[src/rtl/cpu_run_ctrl_if.sv]
// Signal bundle between the debug host / CPU side and the run controller.
// master = host and CPU side, slave = cpu_run_ctrl.
interface cpu_run_ctrl_if #(
    parameter int ADDR_W = 32,
    parameter int CNT_W  = 32
);
    logic              soft_rst;
    logic              start;
    logic              step;
    logic              halt_req;
    logic              bp_en;
    logic [ADDR_W-1:0] bp_addr;
    logic              instr_done;
    logic [ADDR_W-1:0] nextPC;
    logic              CPU_Reset;
    logic              CPU_En;
    logic [2:0]        state;
    logic              bp_hit;
    logic              timeout;
    logic [CNT_W-1:0]  cycle_cnt;
    logic [CNT_W-1:0]  instr_cnt;

    modport master (
        output soft_rst, start, step, halt_req, bp_en, bp_addr, instr_done, nextPC,
        input  CPU_Reset, CPU_En, state, bp_hit, timeout, cycle_cnt, instr_cnt
    );

    modport slave (
        input  soft_rst, start, step, halt_req, bp_en, bp_addr, instr_done, nextPC,
        output CPU_Reset, CPU_En, state, bp_hit, timeout, cycle_cnt, instr_cnt
    );
endinterface

[src/rtl/cpu_run_ctrl.sv]
// Run/step/halt sequencer for the multi-cycle CPU: reset hold, clock-enable gating,
// PC breakpoint, external halt, cycle watchdog and saturating activity counters.
//
// state | meaning
// HOLD  | CPU held in reset for RST_HOLD cycles
// IDLE  | CPU released, clock-enable off, waiting for start/step
// RUN   | free-running until halt_req, breakpoint or watchdog
// STEP  | running until the current instruction completes
// HALT  | stopped; start/step resume
module cpu_run_ctrl #(
    parameter int ADDR_W     = 32,
    parameter int CNT_W      = 32,
    parameter int RST_HOLD   = 4,
    parameter int MAX_CYCLES = 0
) (
    input logic           i_clk,
    input logic           i_rst,
    cpu_run_ctrl_if.slave io_ctl
);
    localparam int HOLD_W = (RST_HOLD > 1) ? $clog2(RST_HOLD) : 1;
    localparam logic [HOLD_W-1:0] HOLD_LAST = HOLD_W'(RST_HOLD - 1);
    localparam int WD_W = 32;
    localparam logic [WD_W-1:0] WD_LAST = WD_W'(MAX_CYCLES - 1);
    localparam bit WD_ON = (MAX_CYCLES != 0);

    typedef enum logic [2:0] {
        ST_HOLD = 3'd0,
        ST_IDLE = 3'd1,
        ST_RUN  = 3'd2,
        ST_STEP = 3'd3,
        ST_HALT = 3'd4
    } state_t;

    state_t            r_state,     w_state_nxt;
    logic [HOLD_W-1:0] r_hold_cnt,  w_hold_nxt;
    logic              r_cpu_reset, w_cpu_reset_nxt;
    logic              r_cpu_en,    w_cpu_en_nxt;
    logic              r_bp_hit,    w_bp_hit_nxt;
    logic              r_timeout,   w_timeout_nxt;
    logic [WD_W-1:0]   r_wd_cnt,    w_wd_nxt;
    logic [CNT_W-1:0]  r_cycle_cnt, w_cycle_nxt;
    logic [CNT_W-1:0]  r_instr_cnt, w_instr_nxt;

    logic [ADDR_W-1:0] w_next_pc;
    logic [ADDR_W-1:0] w_bp_addr;
    logic              w_bp_match;
    logic              w_wd_hit;

    assign w_next_pc  = io_ctl.nextPC;
    assign w_bp_addr  = io_ctl.bp_addr;
    assign w_bp_match = io_ctl.bp_en && io_ctl.instr_done && (w_next_pc == w_bp_addr);
    assign w_wd_hit   = WD_ON && (r_wd_cnt == WD_LAST);

    always_ff @(posedge i_clk or posedge i_rst) begin
        if (i_rst) begin
            r_state     <= ST_HOLD;
            r_hold_cnt  <= '0;
            r_cpu_reset <= 1'b0;
            r_cpu_en    <= 1'b0;
            r_bp_hit    <= 1'b0;
            r_timeout   <= 1'b0;
            r_wd_cnt    <= '0;
            r_cycle_cnt <= '0;
            r_instr_cnt <= '0;
        end else begin
            r_state     <= w_state_nxt;
            r_hold_cnt  <= w_hold_nxt;
            r_cpu_reset <= w_cpu_reset_nxt;
            r_cpu_en    <= w_cpu_en_nxt;
            r_bp_hit    <= w_bp_hit_nxt;
            r_timeout   <= w_timeout_nxt;
            r_wd_cnt    <= w_wd_nxt;
            r_cycle_cnt <= w_cycle_nxt;
            r_instr_cnt <= w_instr_nxt;
        end
    end

    always_comb begin
        w_state_nxt   = r_state;
        w_hold_nxt    = r_hold_cnt;
        w_bp_hit_nxt  = r_bp_hit;
        w_timeout_nxt = r_timeout;
        w_wd_nxt      = r_wd_cnt;
        w_cycle_nxt   = r_cycle_cnt;
        w_instr_nxt   = r_instr_cnt;

        // the cycle that ends at this edge is counted, including a halting one
        if (r_cpu_en) begin
            if (r_cycle_cnt != '1) w_cycle_nxt = r_cycle_cnt + CNT_W'(1);
            if (r_wd_cnt != '1)    w_wd_nxt    = r_wd_cnt + WD_W'(1);
            if (io_ctl.instr_done && (r_instr_cnt != '1)) w_instr_nxt = r_instr_cnt + CNT_W'(1);
        end

        case (r_state)
            ST_HOLD: begin
                w_hold_nxt = r_hold_cnt + HOLD_W'(1);
                if (r_hold_cnt == HOLD_LAST) begin
                    w_state_nxt = ST_IDLE;
                    w_hold_nxt  = '0;
                end
            end
            ST_IDLE, ST_HALT: begin
                if (io_ctl.start || io_ctl.step) begin
                    w_state_nxt   = io_ctl.start ? ST_RUN : ST_STEP;
                    w_bp_hit_nxt  = 1'b0;
                    w_timeout_nxt = 1'b0;
                    w_wd_nxt      = '0;
                end
            end
            ST_RUN, ST_STEP: begin
                if (io_ctl.halt_req) begin
                    w_state_nxt = ST_HALT;
                end else if (w_bp_match) begin
                    w_state_nxt  = ST_HALT;
                    w_bp_hit_nxt = 1'b1;
                end else if (w_wd_hit) begin
                    w_state_nxt   = ST_HALT;
                    w_timeout_nxt = 1'b1;
                end else if ((r_state == ST_STEP) && io_ctl.instr_done) begin
                    w_state_nxt = ST_HALT;
                end
            end
            default: w_state_nxt = ST_HOLD;
        endcase

        if (io_ctl.soft_rst) begin
            w_state_nxt   = ST_HOLD;
            w_hold_nxt    = '0;
            w_bp_hit_nxt  = 1'b0;
            w_timeout_nxt = 1'b0;
            w_wd_nxt      = '0;
            w_cycle_nxt   = '0;
            w_instr_nxt   = '0;
        end

        w_cpu_reset_nxt = (w_state_nxt != ST_HOLD);
        w_cpu_en_nxt    = (w_state_nxt == ST_RUN) || (w_state_nxt == ST_STEP);
    end

    assign io_ctl.state     = r_state;
    assign io_ctl.CPU_Reset = r_cpu_reset;
    assign io_ctl.CPU_En    = r_cpu_en;
    assign io_ctl.bp_hit    = r_bp_hit;
    assign io_ctl.timeout   = r_timeout;
    assign io_ctl.cycle_cnt = r_cycle_cnt;
    assign io_ctl.instr_cnt = r_instr_cnt;
endmodule
[src/flat_wrapper.sv]
// flat-port wrapper written by rule: the top's interface ports become plain ports
module cpu_run_ctrl_flat 
#(
    parameter int ADDR_W     = 32,
    parameter int CNT_W      = 32,
    parameter int RST_HOLD   = 4,
    parameter int MAX_CYCLES = 0
)
  (i_clk, i_rst, io_ctl_soft_rst, io_ctl_start, io_ctl_step, io_ctl_halt_req, io_ctl_bp_en, io_ctl_bp_addr, io_ctl_instr_done, io_ctl_nextPC, io_ctl_CPU_Reset, io_ctl_CPU_En, io_ctl_state, io_ctl_bp_hit, io_ctl_timeout, io_ctl_cycle_cnt, io_ctl_instr_cnt);
  cpu_run_ctrl_if #(.ADDR_W(ADDR_W), .CNT_W(CNT_W)) io_ctl_i ();
  input logic i_clk;
  input logic i_rst;
  input wire logic [$bits(io_ctl_i.soft_rst)-1:0] io_ctl_soft_rst;
  input wire logic [$bits(io_ctl_i.start)-1:0] io_ctl_start;
  input wire logic [$bits(io_ctl_i.step)-1:0] io_ctl_step;
  input wire logic [$bits(io_ctl_i.halt_req)-1:0] io_ctl_halt_req;
  input wire logic [$bits(io_ctl_i.bp_en)-1:0] io_ctl_bp_en;
  input wire logic [$bits(io_ctl_i.bp_addr)-1:0] io_ctl_bp_addr;
  input wire logic [$bits(io_ctl_i.instr_done)-1:0] io_ctl_instr_done;
  input wire logic [$bits(io_ctl_i.nextPC)-1:0] io_ctl_nextPC;
  output wire logic [$bits(io_ctl_i.CPU_Reset)-1:0] io_ctl_CPU_Reset;
  output wire logic [$bits(io_ctl_i.CPU_En)-1:0] io_ctl_CPU_En;
  output wire logic [$bits(io_ctl_i.state)-1:0] io_ctl_state;
  output wire logic [$bits(io_ctl_i.bp_hit)-1:0] io_ctl_bp_hit;
  output wire logic [$bits(io_ctl_i.timeout)-1:0] io_ctl_timeout;
  output wire logic [$bits(io_ctl_i.cycle_cnt)-1:0] io_ctl_cycle_cnt;
  output wire logic [$bits(io_ctl_i.instr_cnt)-1:0] io_ctl_instr_cnt;
  assign io_ctl_i.soft_rst = io_ctl_soft_rst;
  assign io_ctl_i.start = io_ctl_start;
  assign io_ctl_i.step = io_ctl_step;
  assign io_ctl_i.halt_req = io_ctl_halt_req;
  assign io_ctl_i.bp_en = io_ctl_bp_en;
  assign io_ctl_i.bp_addr = io_ctl_bp_addr;
  assign io_ctl_i.instr_done = io_ctl_instr_done;
  assign io_ctl_i.nextPC = io_ctl_nextPC;
  assign io_ctl_CPU_Reset = io_ctl_i.CPU_Reset;
  assign io_ctl_CPU_En = io_ctl_i.CPU_En;
  assign io_ctl_state = io_ctl_i.state;
  assign io_ctl_bp_hit = io_ctl_i.bp_hit;
  assign io_ctl_timeout = io_ctl_i.timeout;
  assign io_ctl_cycle_cnt = io_ctl_i.cycle_cnt;
  assign io_ctl_instr_cnt = io_ctl_i.instr_cnt;
  cpu_run_ctrl #(.ADDR_W(ADDR_W), .CNT_W(CNT_W), .RST_HOLD(RST_HOLD), .MAX_CYCLES(MAX_CYCLES)) u_core (.i_clk(i_clk), .i_rst(i_rst), .io_ctl(io_ctl_i));
endmodule
[config.mk]
export PLATFORM = sky130hd
export DESIGN_NAME = cpu_run_ctrl_flat
export DESIGN_NICKNAME = d
export VERILOG_FILES = /design/src/rtl/cpu_run_ctrl_if.sv /design/src/rtl/cpu_run_ctrl.sv /design/src/flat_wrapper.sv
export SDC_FILE = /design/constraint.sdc
export NUM_CORES = 1
export LEC_CHECK = 0
export BUFFER_PORTS_ARGS = -buffer_cell sky130_fd_sc_hd__buf_2
export CORE_MARGIN = 2
export CORE_UTILIZATION = 45
export DETAILED_ROUTE_END_ITERATION = 10
export PLACE_DENSITY = 0.73
export REMOVE_ABC_BUFFERS = 1
export SLEW_MARGIN = 10
export SYNTH_ARGS = -nofsm -noshare
export SYNTH_HDL_FRONTEND = slang
export SYNTH_SLANG_ARGS = --single-unit
export TNS_END_PERCENT = 30
[constraint.sdc]
create_clock -name i_clk -period 4.9 [get_ports i_clk]
set_input_delay 0.98 -clock i_clk [delete_from_list [all_inputs] [get_ports i_clk]]
set_output_delay 0.98 -clock i_clk [all_outputs]
set_load 0.01 [all_outputs]
Word-level counts from Yosys, hierarchy flattened. Index checks and enable logic that the tools add are counted.

Register bits: 73. Input port bits: 72. Word-level logic and storage cells: 69.

Add/subtract/negate cells: 3. Equal/unequal tests: 13. Muxes and demuxes: 24. Reduce and logical (&&, ||, !) cells: 21.

Operators with widths (count): $mux W32 (6); $add A32 B1 Y32 const B (2); $ne A32 B32 Y1 const B (2); $eq A32 B32 Y1 (1); $mux W3 (6); $eq A3 B2 Y1 const B (4); $reduce_bool A2 Y1 (6); $pmux W3 S3 (1); $mux W1 (7); $mux W2 (3); $ne A3 B2 Y1 const B (2); $reduce_and A2 Y1 (3); $reduce_bool A3 Y1 (2); $logic_and A1 B1 Y1 (4); $reduce_and A4 Y1 (1); $reduce_or A2 Y1 (2); $eq A3 B1 Y1 const B (1); $eq A3 B3 Y1 const B (1); $logic_not A3 Y1 (1); $ne A3 B3 Y1 const B (1); $add A2 B1 Y2 const B (1); $eq A2 B2 Y1 const B (1); $logic_or A1 B1 Y1 (2); $pmux W1 S2 (1).

Depth between registers and ports, before layout. Gate-level depths: netlist of run 1.

Word-level depth: 9. Mapped depth: 8.

Worst setup path before layout of run 1. Ideal clock, no wire load.

Kind: input to register. Start: in io_ctl_instr_done. End: reg u_core.r_instr_cnt[30], in the netlist u_core.io_ctl.instr_cnt[30]. Arrival time: 2.132 ns. Slack: 2.636 ns. Cell stages on the path: 5. Buffers on the path: 0. Path through: nand2_1 or3_4 or4b_1 xor2_1 nor2_1.

Longest elaborated chain between the ends: 3.

Ends and longest elaborated chain: from (decl) (RTL line flat_wrapper.sv:19) `input wire logic [$bits(io_ctl_i.instr_done)-1:0] io_ctl_instr_done;`; $logic_and A1 B1 Y1 (RTL line cpu_run_ctrl.sv:91) `if (io_ctl.instr_done && (r_instr_cnt != '1)) w_instr_nxt = r_instr_cnt + CNT_W'(1);`; $reduce_bool A2 Y1 (no line); $reduce_and A2 Y1 (no line); to (signal assigned) (RTL line cpu_run_ctrl.sv:74) `r_instr_cnt <= w_instr_nxt;`; to (decl) (RTL line cpu_run_ctrl.sv:42) `logic [CNT_W-1:0] r_instr_cnt, w_instr_nxt;`.

No other way between the ends. A chain may end at the register's enable or synchronous reset.

Worst setup path in the final report of run 1.
Start: reg u_core.r_instr_cnt[0], in the netlist u_core.io_ctl.instr_cnt[0]. End: reg u_core.r_instr_cnt[8], in the netlist u_core.io_ctl.instr_cnt[8].

Longest elaborated chain between the ends: 4. Elaborated cells on any way between the ends: 8. Those cells by class: add/sub (1); eq/ne (1); mux (3); reduce/logical (3).

Ends and longest elaborated chain (RTL line): $add A32 B1 Y32 / $ne A32 B32 Y1 (equally long branches) (cpu_run_ctrl.sv:91); $mux W32 / $logic_and A1 B1 Y1 (equally long branches) (cpu_run_ctrl.sv:91); $mux W32 / $reduce_bool A2 Y1 (equally long branches); $mux W32 / $reduce_and A2 Y1 (equally long branches).

Several ways; a longest one is shown, not always the timed one. The select of a mux whose other input is x is not followed.

==> out/results.txt, run 1 <==
Max Transition Viols Final = 0
Drt total wl = 10300 um
Commonest register cell after synthesis = sky130_fd_sc_hd__dfrtp_1
Via-per-instance ratio = 5.45
Post-layout nets = 656
Type of the worst setup path = reg2reg
Top cell type's share of synthesized area = 0.443
Placed cell count = 678
Fmax = 395 MHz
Data arrival, critical path = 2.80 ns
Seq/Total Area, Yosys = 0.443
Hold Path Class = reg2reg
Number of clock buffers inserted by TritonCTS = 9
Post-route clock skew = 0.0107 ns
Finished Layout Cells = 694
Post-detailed-placement half-perimeter wirelength = 7440 um
Die area = 9820 um2
Global Route Usage Sum = 0.210
# H-tree levels = 3
Largest area contributor in the netlist = sky130_fd_sc_hd__dfrtp_1
Setup repair after global routing missed its margin = false
Worst Path Required = 5.17 ns
Pre-Repair DR Iteration Count = 4
Post-CTS Repair Setup Buffers = 0
Synth cell count leaders = sky130_fd_sc_hd__dfrtp_1, sky130_fd_sc_hd__nor2_1, sky130_fd_sc_hd__xor2_1
Via count = 3781
Leakage power = 2.43 nW
Top-level I/O count = 143
Distinct cell type count of the synthesized netlist = 44
Final setup fails = 0
Maximum fanout count along the critical path = 14
Antenna diode count = 0
Worst vdd rail ir drop = 129 uV
Die Span X = 99.1 um
CTS tree = done
Effective utilization at floorplan = 0.464
Tcrit/Tclk final = 0.517
Clock tree sinks = 72
Max transition margin = 0.355
Filler cell count in the final layout = 802
Leading cell type by number of instances after synthesis = sky130_fd_sc_hd__dfrtp_1
Clock tree root driver cell = sky130_fd_sc_hd__clkbuf_8
Input/output buffers = 141
Number of flops mapped to enable cells by yosys = 0
Number of buffers on the longest clock path = 2
Hold-fix buffers, CTS = 0
Initial detailed-routing violation count = 111
Clock-pin transition on the worst setup and hold timing paths = 0.08 ns
Overflow left after global routing = 0
Post-synthesis to final-layout area growth = 25.6%
Global-route wire length before repair = 16700 um
Post-CTS resize count = 0
Area of the core = 8760 um2
Status = complete, no violations
Maximum number of pins on one net before global-route repair = 73
Final routed wire length divided by cell count = 14.8 um
Antenna violation net count after detailed routing = 0
Power Density = 252 nW/um2
Yosys reg bits = 72
Std-Cell Rows = 34
Main area contributors after synthesis = sky130_fd_sc_hd__dfrtp_1, sky130_fd_sc_hd__xor2_1, sky130_fd_sc_hd__nor2_1
Post-Route Setup TNS = 0 ns
Hold violation total from the final report = 0
Total standard cell area after synthesis = 4070 um2
Post-Synthesis Cells = 443
Number of antenna violations at the first check in global routing = 0
Average size of a mapped cell = 9.19 um2
Total of max-cap violations = 0
Worst setup SP type = register
Number of global-route vias before repair = 3610
Ys async rst share = 1.00
Time the worst path needs with I/O delays and setup = 2.53 ns
Yosys warnings = 0
Layout cell share with drive strength beyond 1 = 0.287
# DRC = 0
Die Span Y = 99.1 um
Final Wtd Congestion = 0.837
Clock network latency to the later pin of the worst-skew pair = 0.35 ns
Slew of the pin with the lowest slew margin = 0.967 ns
Crit. End Element = register
cells in the final DEF (no fill, tap or decap), types with 2 or more instances in the layout:
master / instances
sky130_fd_sc_hd__buf_2: 141
sky130_fd_sc_hd__or3_4: 2
sky130_fd_sc_hd__xor2_1: 55
sky130_fd_sc_hd__nor3_1: 12
sky130_fd_sc_hd__nand3_1: 23
sky130_fd_sc_hd__and4_1: 8
sky130_fd_sc_hd__nor3b_1: 3
sky130_fd_sc_hd__o21ai_0: 13
sky130_fd_sc_hd__mux2i_1: 4
sky130_fd_sc_hd__inv_1: 6
sky130_fd_sc_hd__buf_4: 3
sky130_fd_sc_hd__clkbuf_8: 12
sky130_fd_sc_hd__nor2_1: 67
sky130_fd_sc_hd__a21oi_1: 19
sky130_fd_sc_hd__clkinvlp_4: 2
sky130_fd_sc_hd__dfrtp_1: 72
sky130_fd_sc_hd__xnor2_1: 26
sky130_fd_sc_hd__nor4_1: 13
sky130_fd_sc_hd__or3_1: 15
sky130_fd_sc_hd__nand4_1: 26
sky130_fd_sc_hd__bufinv_16: 2
sky130_fd_sc_hd__and3_1: 12
sky130_fd_sc_hd__nand2_1: 24
sky130_fd_sc_hd__ha_1: 3
flip-flops by register name (all words and copies together) (netlist names):
register                 count
u_core.io_ctl.instr_cnt     32
u_core.io_ctl.bp_hit         1
u_core.r_hold_cnt            2
u_core.io_ctl.CPU_Reset      1
u_core.io_ctl.CPU_En         1
u_core.io_ctl.cycle_cnt     32
u_core.io_ctl.state          3
through the flow:
stage / power [mW] / cell area, um2 / hold slack (ns) / setup slack (ns) / util
3_3_place_gp: 0.740 / 4860 / 0.509 / 1.96 / 0.555
4_1_cts: 1.31 / 5100 / 0.544 / 2.04 / 0.583
5_1_grt: 1.34 / 5110 / 0.576 / 2.18 / 0.583
6_report: 1.29 / 5110 / 0.538 / 2.37 / 0.583
2_1_floorplan: 0.682 / 4000 / 0.490 / 2.10 / -
3_5_place_dp: 0.745 / 4860 / 0.528 / 1.87 / 0.555
layer usage:
| layer | share of wire | vias to the layer above | global-route usage |
|---|---|---|---|
| met4 | 0.012 | 0 | 0.0664 |
| met1 | 0.42 | 1802 | 0.263 |
| li1 | - | 1841 | - |
| met3 | 0.060 | 11 | 0.0436 |
| met5 | 0 | - | 0 |
| met2 | 0.51 | 127 | 0.363 |
area by class of cell:
type                    instances  area (um2)  area share
flip-flops and latches         72        1800       0.353
well taps                     108         135      0.0264
multi-input cells             347        2180       0.426
clock buffers                  12         165      0.0323
clock inverters                 4        75.1      0.0147
repair buffers                144         728       0.142
inverters                       7        26.3     0.00514
final timing paths:
kind / startpoint / end / slack [ns] / cells after the start
min reg2reg: u_core.r_hold_cnt[1]$_DFFE_PP0P_ / u_core.r_hold_cnt[1]$_DFFE_PP0P_ / 0.54 / 2
min: u_core.r_hold_cnt[1]$_DFFE_PP0P_ / u_core.r_hold_cnt[1]$_DFFE_PP0P_ / 0.54 / 2
max in group asynchronous: i_rst / u_core.io_ctl.cycle_cnt[24]$_DFFE_PP0P_ / 3.11 / 3
max reg2reg: u_core.io_ctl.instr_cnt[0]$_DFFE_PP0P_ / u_core.io_ctl.instr_cnt[8]$_DFFE_PP0P_ / 2.37 / 7
min in group asynchronous: i_rst / u_core.io_ctl.instr_cnt[15]$_DFFE_PP0P_ / 0.86 / 2
max: u_core.io_ctl.instr_cnt[0]$_DFFE_PP0P_ / u_core.io_ctl.instr_cnt[8]$_DFFE_PP0P_ / 2.37 / 7
critical path, cell delays in order, from the launching register on:
cell and delay (ns):
sky130_fd_sc_hd__dfrtp_1 0.43, sky130_fd_sc_hd__ha_1 0.22, sky130_fd_sc_hd__and3_1 0.22, sky130_fd_sc_hd__and4_1 0.25, sky130_fd_sc_hd__a31oi_2 0.64, sky130_fd_sc_hd__nand2_1 0.20, sky130_fd_sc_hd__or3_1 0.34, sky130_fd_sc_hd__a21oi_1 0.15
kinds of logic (layout without fill, tap and decap cells):
kind of cell | Yosys count | after routing | synth area share
AOI/OAI and AO/OA | 43 | 43 | 0.0615
xor gates and xnor gates | 81 | 81 | 0.174
adders and majority gates | 3 | 3 | 0.00922
buffers and inverters | 24 | 167 | 0.0234
DFF | 72 | 72 | 0.443
muxes | 4 | 4 | 0.00984
other | 1 | 1 | 0.000921
and+or+nand+nor | 215 | 215 | 0.278
power breakdown:
| part | internal [mW] | switching [mW] | leakage, nW |
|---|---|---|---|
| clock network | 0.329 | 0.230 | 0.115 |
| registers | 0.603 | 0.00866 | 1.00 |
| logic | 0.0536 | 0.0655 | 1.31 |
| total | 0.985 | 0.304 | 2.43 |
Note: power is estimated with default switching activity, not from simulation.
==> run 2, diff against run 1 <==
--- a/config.mk
+++ b/config.mk
@@ -9,7 +9,7 @@
 export CORE_MARGIN = 2
 export CORE_UTILIZATION = 45
 export DETAILED_ROUTE_END_ITERATION = 10
-export PLACE_DENSITY = 0.73
+export PLACE_DENSITY = 0.76
 export REMOVE_ABC_BUFFERS = 1
 export SLEW_MARGIN = 10
 export SYNTH_ARGS = -nofsm -noshare
==> constraint.sdc (replaced) <==
create_clock -name i_clk -period 2.3 [get_ports i_clk]
set_input_delay 0.46 -clock i_clk [delete_from_list [all_inputs] [get_ports i_clk]]
set_output_delay 0.46 -clock i_clk [all_outputs]
set_load 0.01 [all_outputs]
==> run 2 against run 1 <==
  * Die area stayed put
  * Worst setup slack worse by 2.3 ns
  * Largest power group unchanged
  * Non-clock buffer count increased by 16
  * Highest routed layer unchanged
==> out/results.txt, run 2 (synthesis gave the netlist of run 1 again) <==
Status = complete, no violations
Post-route clock skew = 0.0104 ns
Time the worst path needs with I/O delays and setup = 2.23 ns
Sum of buffers and inverters on the critical path = 0
Die Span Y = 99.1 um
Hold violation total from the final report = 0
Area of the multi-input gates = 2190 um2
Switching Share = 0.251
Global Route Usage Sum = 0.215
Most frequent cells in the layout = sky130_fd_sc_hd__buf_2, sky130_fd_sc_hd__dfrtp_1, sky130_fd_sc_hd__nor2_1
Input/output buffers = 141
# H-tree levels = 3
Via-per-instance ratio = 5.52
Filler cell count in the final layout = 795
Clock tree sinks = 72
Area of the core = 8760 um2
Most common cell after layout, fill and taps aside = sky130_fd_sc_hd__buf_2
Highest cell delay on the worst timing path = 0.52 ns
Std-Cell Rows = 34
Final Wtd Congestion = 0.822
Worst vdd rail ir drop = 276 uV
Final routed wire length divided by cell count = 14.8 um
Type of the worst setup path = reg2reg
# DRC = 0
Post-Route Setup TNS = 0 ns
Setup repair after global routing missed its margin = true
Tcrit/Tclk final = 0.970
Layout cell share with drive strength beyond 1 = 0.308
Antenna violation net count after detailed routing = 0
Fmax = 448 MHz
Overflow left after global routing = 0
Number of buffers on the longest clock path = 2
Maximum number of pins on one net before global-route repair = 48
Part of the power in combinational logic = 0.107
Clock-pin transition on the worst setup and hold timing paths = 0.08 ns
Final setup fails = 0
Max transition margin = 0.661
Clock network latency to the later pin of the worst-skew pair = 0.34 ns
Worst hold margin = 0.104 ns
Total of max-cap violations = 0
Number of antenna violations at the first check in global routing = 0
Hold-fix buffers, CTS = 0
Post-detailed-placement half-perimeter wirelength = 8030 um
Area occupied by registers = 1800 um2
Clock tree root driver cell = sky130_fd_sc_hd__clkbuf_8
Wire length on met3 = 528 um
Cell with the most instances on the worst path = sky130_fd_sc_hd__or3_4
Flop pwr share = 0.528
Met2 layer wire length in the routed design = 5490 um
Post-synthesis to final-layout area growth = 27.9%
Crit. End Element = register
Die area = 9820 um2
Hold Path Class = in2async
Worst Path Required = 2.50 ns
Maximum fanout count along the critical path = 5
Effective utilization at floorplan = 0.464
Number of clock buffers inserted by TritonCTS = 9
Relative contribution of the clock network to total power = 0.365
Number of global-route vias before repair = 3841
Initial detailed-routing violation count = 156
Crit-path leading delay family = simple AND/OR/NAND/NOR gates
Antenna diode count = 0
Pre-Repair DR Iteration Count = 4
Worst path slowest cell = sky130_fd_sc_hd__or4b_1
Global-route wire length before repair = 17400 um
Switching power summed over all nets = 0.620 mW
Top-level I/O count = 143
Post-layout nets = 672
Internal Pwr Total = 1.85 mW
Critical-path cell list = nand4_4 -> or3_4 -> or3_4 -> or4b_1 -> xor2_1 -> nor2_1
Max layer used = met4
Die Span X = 99.1 um
Max Transition Viols Final = 0
Drt total wl = 10500 um
CTS tree = done
Worst setup SP type = register
Via count = 3915
Leakage power = 2.50 nW
M1 WL = 4230 um
Slew of the pin with the lowest slew margin = 0.509 ns
Data arrival, critical path = 2.43 ns
Power Density = 474 nW/um2
## run 2: per-stage QoR
step / instances / utilization / worst slack, ns / instance area, um2 / power (mW)
floorplan: 426 / - / -0.257 / 4000 / 1.45
global placement: 693 / 0.571 / 0.0891 / 5000 / 1.59
detailed placement: 693 / 0.571 / 0.0344 / 5000 / 1.60
CTS: 708 / 0.591 / 0.0186 / 5170 / 2.49
global route: 709 / 0.594 / -0.0199 / 5200 / 2.59
finish: 709 / 0.594 / 0.0696 / 5200 / 2.47
## run 2: power by group through the flow
stage | registers (mW) | clock network (mW) | logic, mW
floorplan | 1.33 | 0 | 0.122
global placement | 1.33 | 0 | 0.260
detailed placement | 1.33 | 0 | 0.271
CTS | 1.30 | 0.917 | 0.271
global route | 1.31 | 0.983 | 0.295
finish | 1.30 | 0.901 | 0.264
## run 2: cell type report
cell class | instances | area share
repair buffers | 160 | 0.168
multi-input cells | 347 | 0.421
flip-flops and latches | 72 | 0.347
well taps | 108 | 0.0260
inverters | 7 | 0.00505
clock buffers | 12 | 0.0298
clock inverters | 3 | 0.00337
## run 2: final timing paths
check / cells after the start / to / from / slack, ns
min in group i_clk: 4 / u_core.io_ctl.state[2]$_DFF_PP0_ / io_ctl_step / 0.47
max in group asynchronous: 3 / u_core.io_ctl.instr_cnt[27]$_DFFE_PP0P_ / i_rst / 1.62
min reg2reg: 2 / u_core.r_hold_cnt[1]$_DFFE_PP0P_ / u_core.r_hold_cnt[1]$_DFFE_PP0P_ / 0.53
min: 2 / u_core.io_ctl.instr_cnt[12]$_DFFE_PP0P_ / i_rst / 0.10
max reg2reg: 6 / u_core.io_ctl.instr_cnt[30]$_DFFE_PP0P_ / u_core.io_ctl.instr_cnt[9]$_DFFE_PP0P_ / 0.07
max: 6 / u_core.io_ctl.instr_cnt[30]$_DFFE_PP0P_ / u_core.io_ctl.instr_cnt[9]$_DFFE_PP0P_ / 0.07
## run 2: repair_timing
item	4_1_cts	5_1_grt
resized for setup	0	5
endpoints found under the setup margin	0	9
setup buffers	0	1
endpoints found under the hold margin	0	0
## run 2: metal layers
layer	vias up	GRT usage
met4	0	0.0906
li1	1863	-
met2	143	0.386
met5	-	0
met1	1894	0.259
met3	15	0.0267
==> run 3, diff against run 2 <==
==> constraint.sdc (replaced) <==
create_clock -name i_clk -period 2.3 [get_ports i_clk]
set_input_delay 0.115 -clock i_clk [delete_from_list [all_inputs] [get_ports i_clk]]
set_output_delay 0.115 -clock i_clk [all_outputs]
set_load 0.01 [all_outputs]
==> run 3 against run 2 <==
  * Sequential share of layout area decreased by 0.24 points
  * Sequential power about the same
  * Clock skew increased by 0.0012 ns
  * Clock power increased by 14%
  * Utilization increased by 0.33 points
  * Combinational power about the same
  * Die area unchanged
  * Global-route usage increased by 0.54 points
  * Critical endpoint is now u_core.io_ctl.instr_cnt[27]$_DFFE_PP0P_
==> out/results.txt, run 3 (synthesis gave the netlist of run 1 again) <==
CTS tree = done
Number of antenna violations at the first check in global routing = 0
Number of clock buffers inserted by TritonCTS = 9
Global Route Usage Sum = 0.220
Max transition margin = 0.585
Layout cell share with drive strength beyond 1 = 0.303
Maximum fanout count along the critical path = 13
Antenna violation net count after detailed routing = 0
Fmax = 452 MHz
Startpoint of the worst-slack reg-to-reg timing path = u_core.io_ctl.instr_cnt[0]$_DFFE_PP0P_
Post-route clock skew = 0.0116 ns
Type of the worst setup path = reg2reg
Global-route wire length before repair = 17500 um
Post-layout power = 2.60 mW
Worst setup SP type = register
Reg2reg setup slack = 0.09 ns
Std-Cell Rows = 34
Most common cell after layout, fill and taps aside = sky130_fd_sc_hd__buf_2
Worst min-delay path endpoint = u_core.io_ctl.state[2]$_DFF_PP0_
Reg2reg end = u_core.io_ctl.instr_cnt[27]$_DFFE_PP0P_
Leakage power = 2.52 nW
Clock tree root driver cell = sky130_fd_sc_hd__clkbuf_8
Post-detailed-placement half-perimeter wirelength = 8040 um
# DRC = 0
Most frequent cells in the layout = sky130_fd_sc_hd__buf_2, sky130_fd_sc_hd__dfrtp_1, sky130_fd_sc_hd__nor2_1
Logic depth of the worst register-to-register path = 6
Worst vdd rail ir drop = 236 uV
Die area = 9820 um2
Tcrit/Tclk final = 0.962
Crit. End Element = register
Clock network latency to the later pin of the worst-skew pair = 0.35 ns
Data arrival, critical path = 2.48 ns
Slew of the pin with the lowest slew margin = 0.622 ns
Hold Path Class = in2reg
# H-tree levels = 3
Post-place instance area = 5010 um2
Hold violation total from the final report = 0
Drt total wl = 10900 um
Clock tree sinks = 72
Post-synthesis to final-layout area growth = 28.6%
Clock-pin transition on the worst setup and hold timing paths = 0.08 ns
Effective utilization at floorplan = 0.464
Pre-Repair DR Iteration Count = 4
Die Span Y = 99.1 um
Power Density = 497 nW/um2
Beginning of the worst hold path = io_ctl_step
Status = complete, no violations
Number of global-route vias before repair = 3767
Via count = 3877
Max Transition Viols Final = 0
Number of buffers on the longest clock path = 2
Antenna diode count = 0
Overflow left after global routing = 0
Final core utilization = 0.597
Initial detailed-routing violation count = 142
Total of max-cap violations = 0
Via-per-instance ratio = 5.45
Final routed wire length divided by cell count = 15.3 um
Worst Path Required = 2.57 ns
Top-level I/O count = 143
Post-Route Setup TNS = 0 ns
Final Wtd Congestion = 0.815
Number of stages on the worst hold path = 4
Time the worst path needs with I/O delays and setup = 2.21 ns
Final setup fails = 0
Maximum number of pins on one net before global-route repair = 73
Worst hold margin = 0.102 ns
Die Span X = 99.1 um
Area of the core = 8760 um2
Setup repair after global routing missed its margin = true
Post-layout nets = 675
Input/output buffers = 141
Area of all placed cells without fillers = 5230 um2
-- run 3: final cells by class --
cell class | instances | area [um2]
Sequential cell | 72 | 1800
Inverter | 7 | 26.3
Clock buffer | 13 | 159
Tap cell | 108 | 135
Fill cell | 783 | 3530
Clock inverter | 2 | 38.8
Timing Repair Buffer | 163 | 898
Multi-Input combinational cell | 347 | 2170
-- run 3: layer usage --
layer  track usage  vias to the layer above  wire length, um
met5             0                        -                0
met2         0.393                      141             5530
met4        0.0717                        0              151
met1         0.273                     1853             4630
met3        0.0337                       12              557
li1              -                     1871                -
-- run 3: critical path, stage by stage (launching register included) --
cell and delay [ns]:
sky130_fd_sc_hd__dfrtp_1 0.43, sky130_fd_sc_hd__ha_1 0.23, sky130_fd_sc_hd__and3_2 0.24, sky130_fd_sc_hd__and4_1 0.22, sky130_fd_sc_hd__a2111o_1 0.51, sky130_fd_sc_hd__or3_1 0.35, sky130_fd_sc_hd__a21oi_1 0.15
-- run 3: what timing repair did --
item	CTS	global route
endpoints found under the hold margin	27	0
resized for setup	0	1
endpoints found under the setup margin	0	8
hold buffers	1	0
buffers inserted	0	2
-- run 3: power by group --
group          total (mW)  internal, mW  leakage, nW  switching [mW]
clock                1.03         0.558       0.0997           0.472
sequential           1.30          1.29         1.00          0.0194
combinational       0.266         0.123         1.42           0.144
total                2.60          1.97         2.52           0.635
-- run 3: worst max-delay path by stage --
stage / start / endpoint / slack, ns
finish: u_core.io_ctl.instr_cnt[0]$_DFFE_PP0P_ / u_core.io_ctl.instr_cnt[27]$_DFFE_PP0P_ / 0.09
global route: u_core.io_ctl.instr_cnt[0]$_DFFE_PP0P_ / u_core.io_ctl.instr_cnt[23]$_DFFE_PP0P_ / -0.02
CTS: u_core.io_ctl.instr_cnt[0]$_DFFE_PP0P_ / u_core.io_ctl.instr_cnt[27]$_DFFE_PP0P_ / 0.02
detailed placement: u_core.io_ctl.instr_cnt[0]$_DFFE_PP0P_ / u_core.io_ctl.instr_cnt[19]$_DFFE_PP0P_ / 0.05
global placement: u_core.io_ctl.instr_cnt[11]$_DFFE_PP0P_ / u_core.io_ctl.instr_cnt[30]$_DFFE_PP0P_ / 0.12
floorplan: u_core.io_ctl.cycle_cnt[11]$_DFFE_PP0P_ / u_core.io_ctl.cycle_cnt[1]$_DFFE_PP0P_ / -0.26
-- run 3: through the flow --
step	setup WS, ns	cells
after floorplan	-0.257	426
after global placement	0.123	694
after detailed placement	0.0497	694
after CTS	0.0194	710
after global routing	-0.0150	712
final	0.0878	712
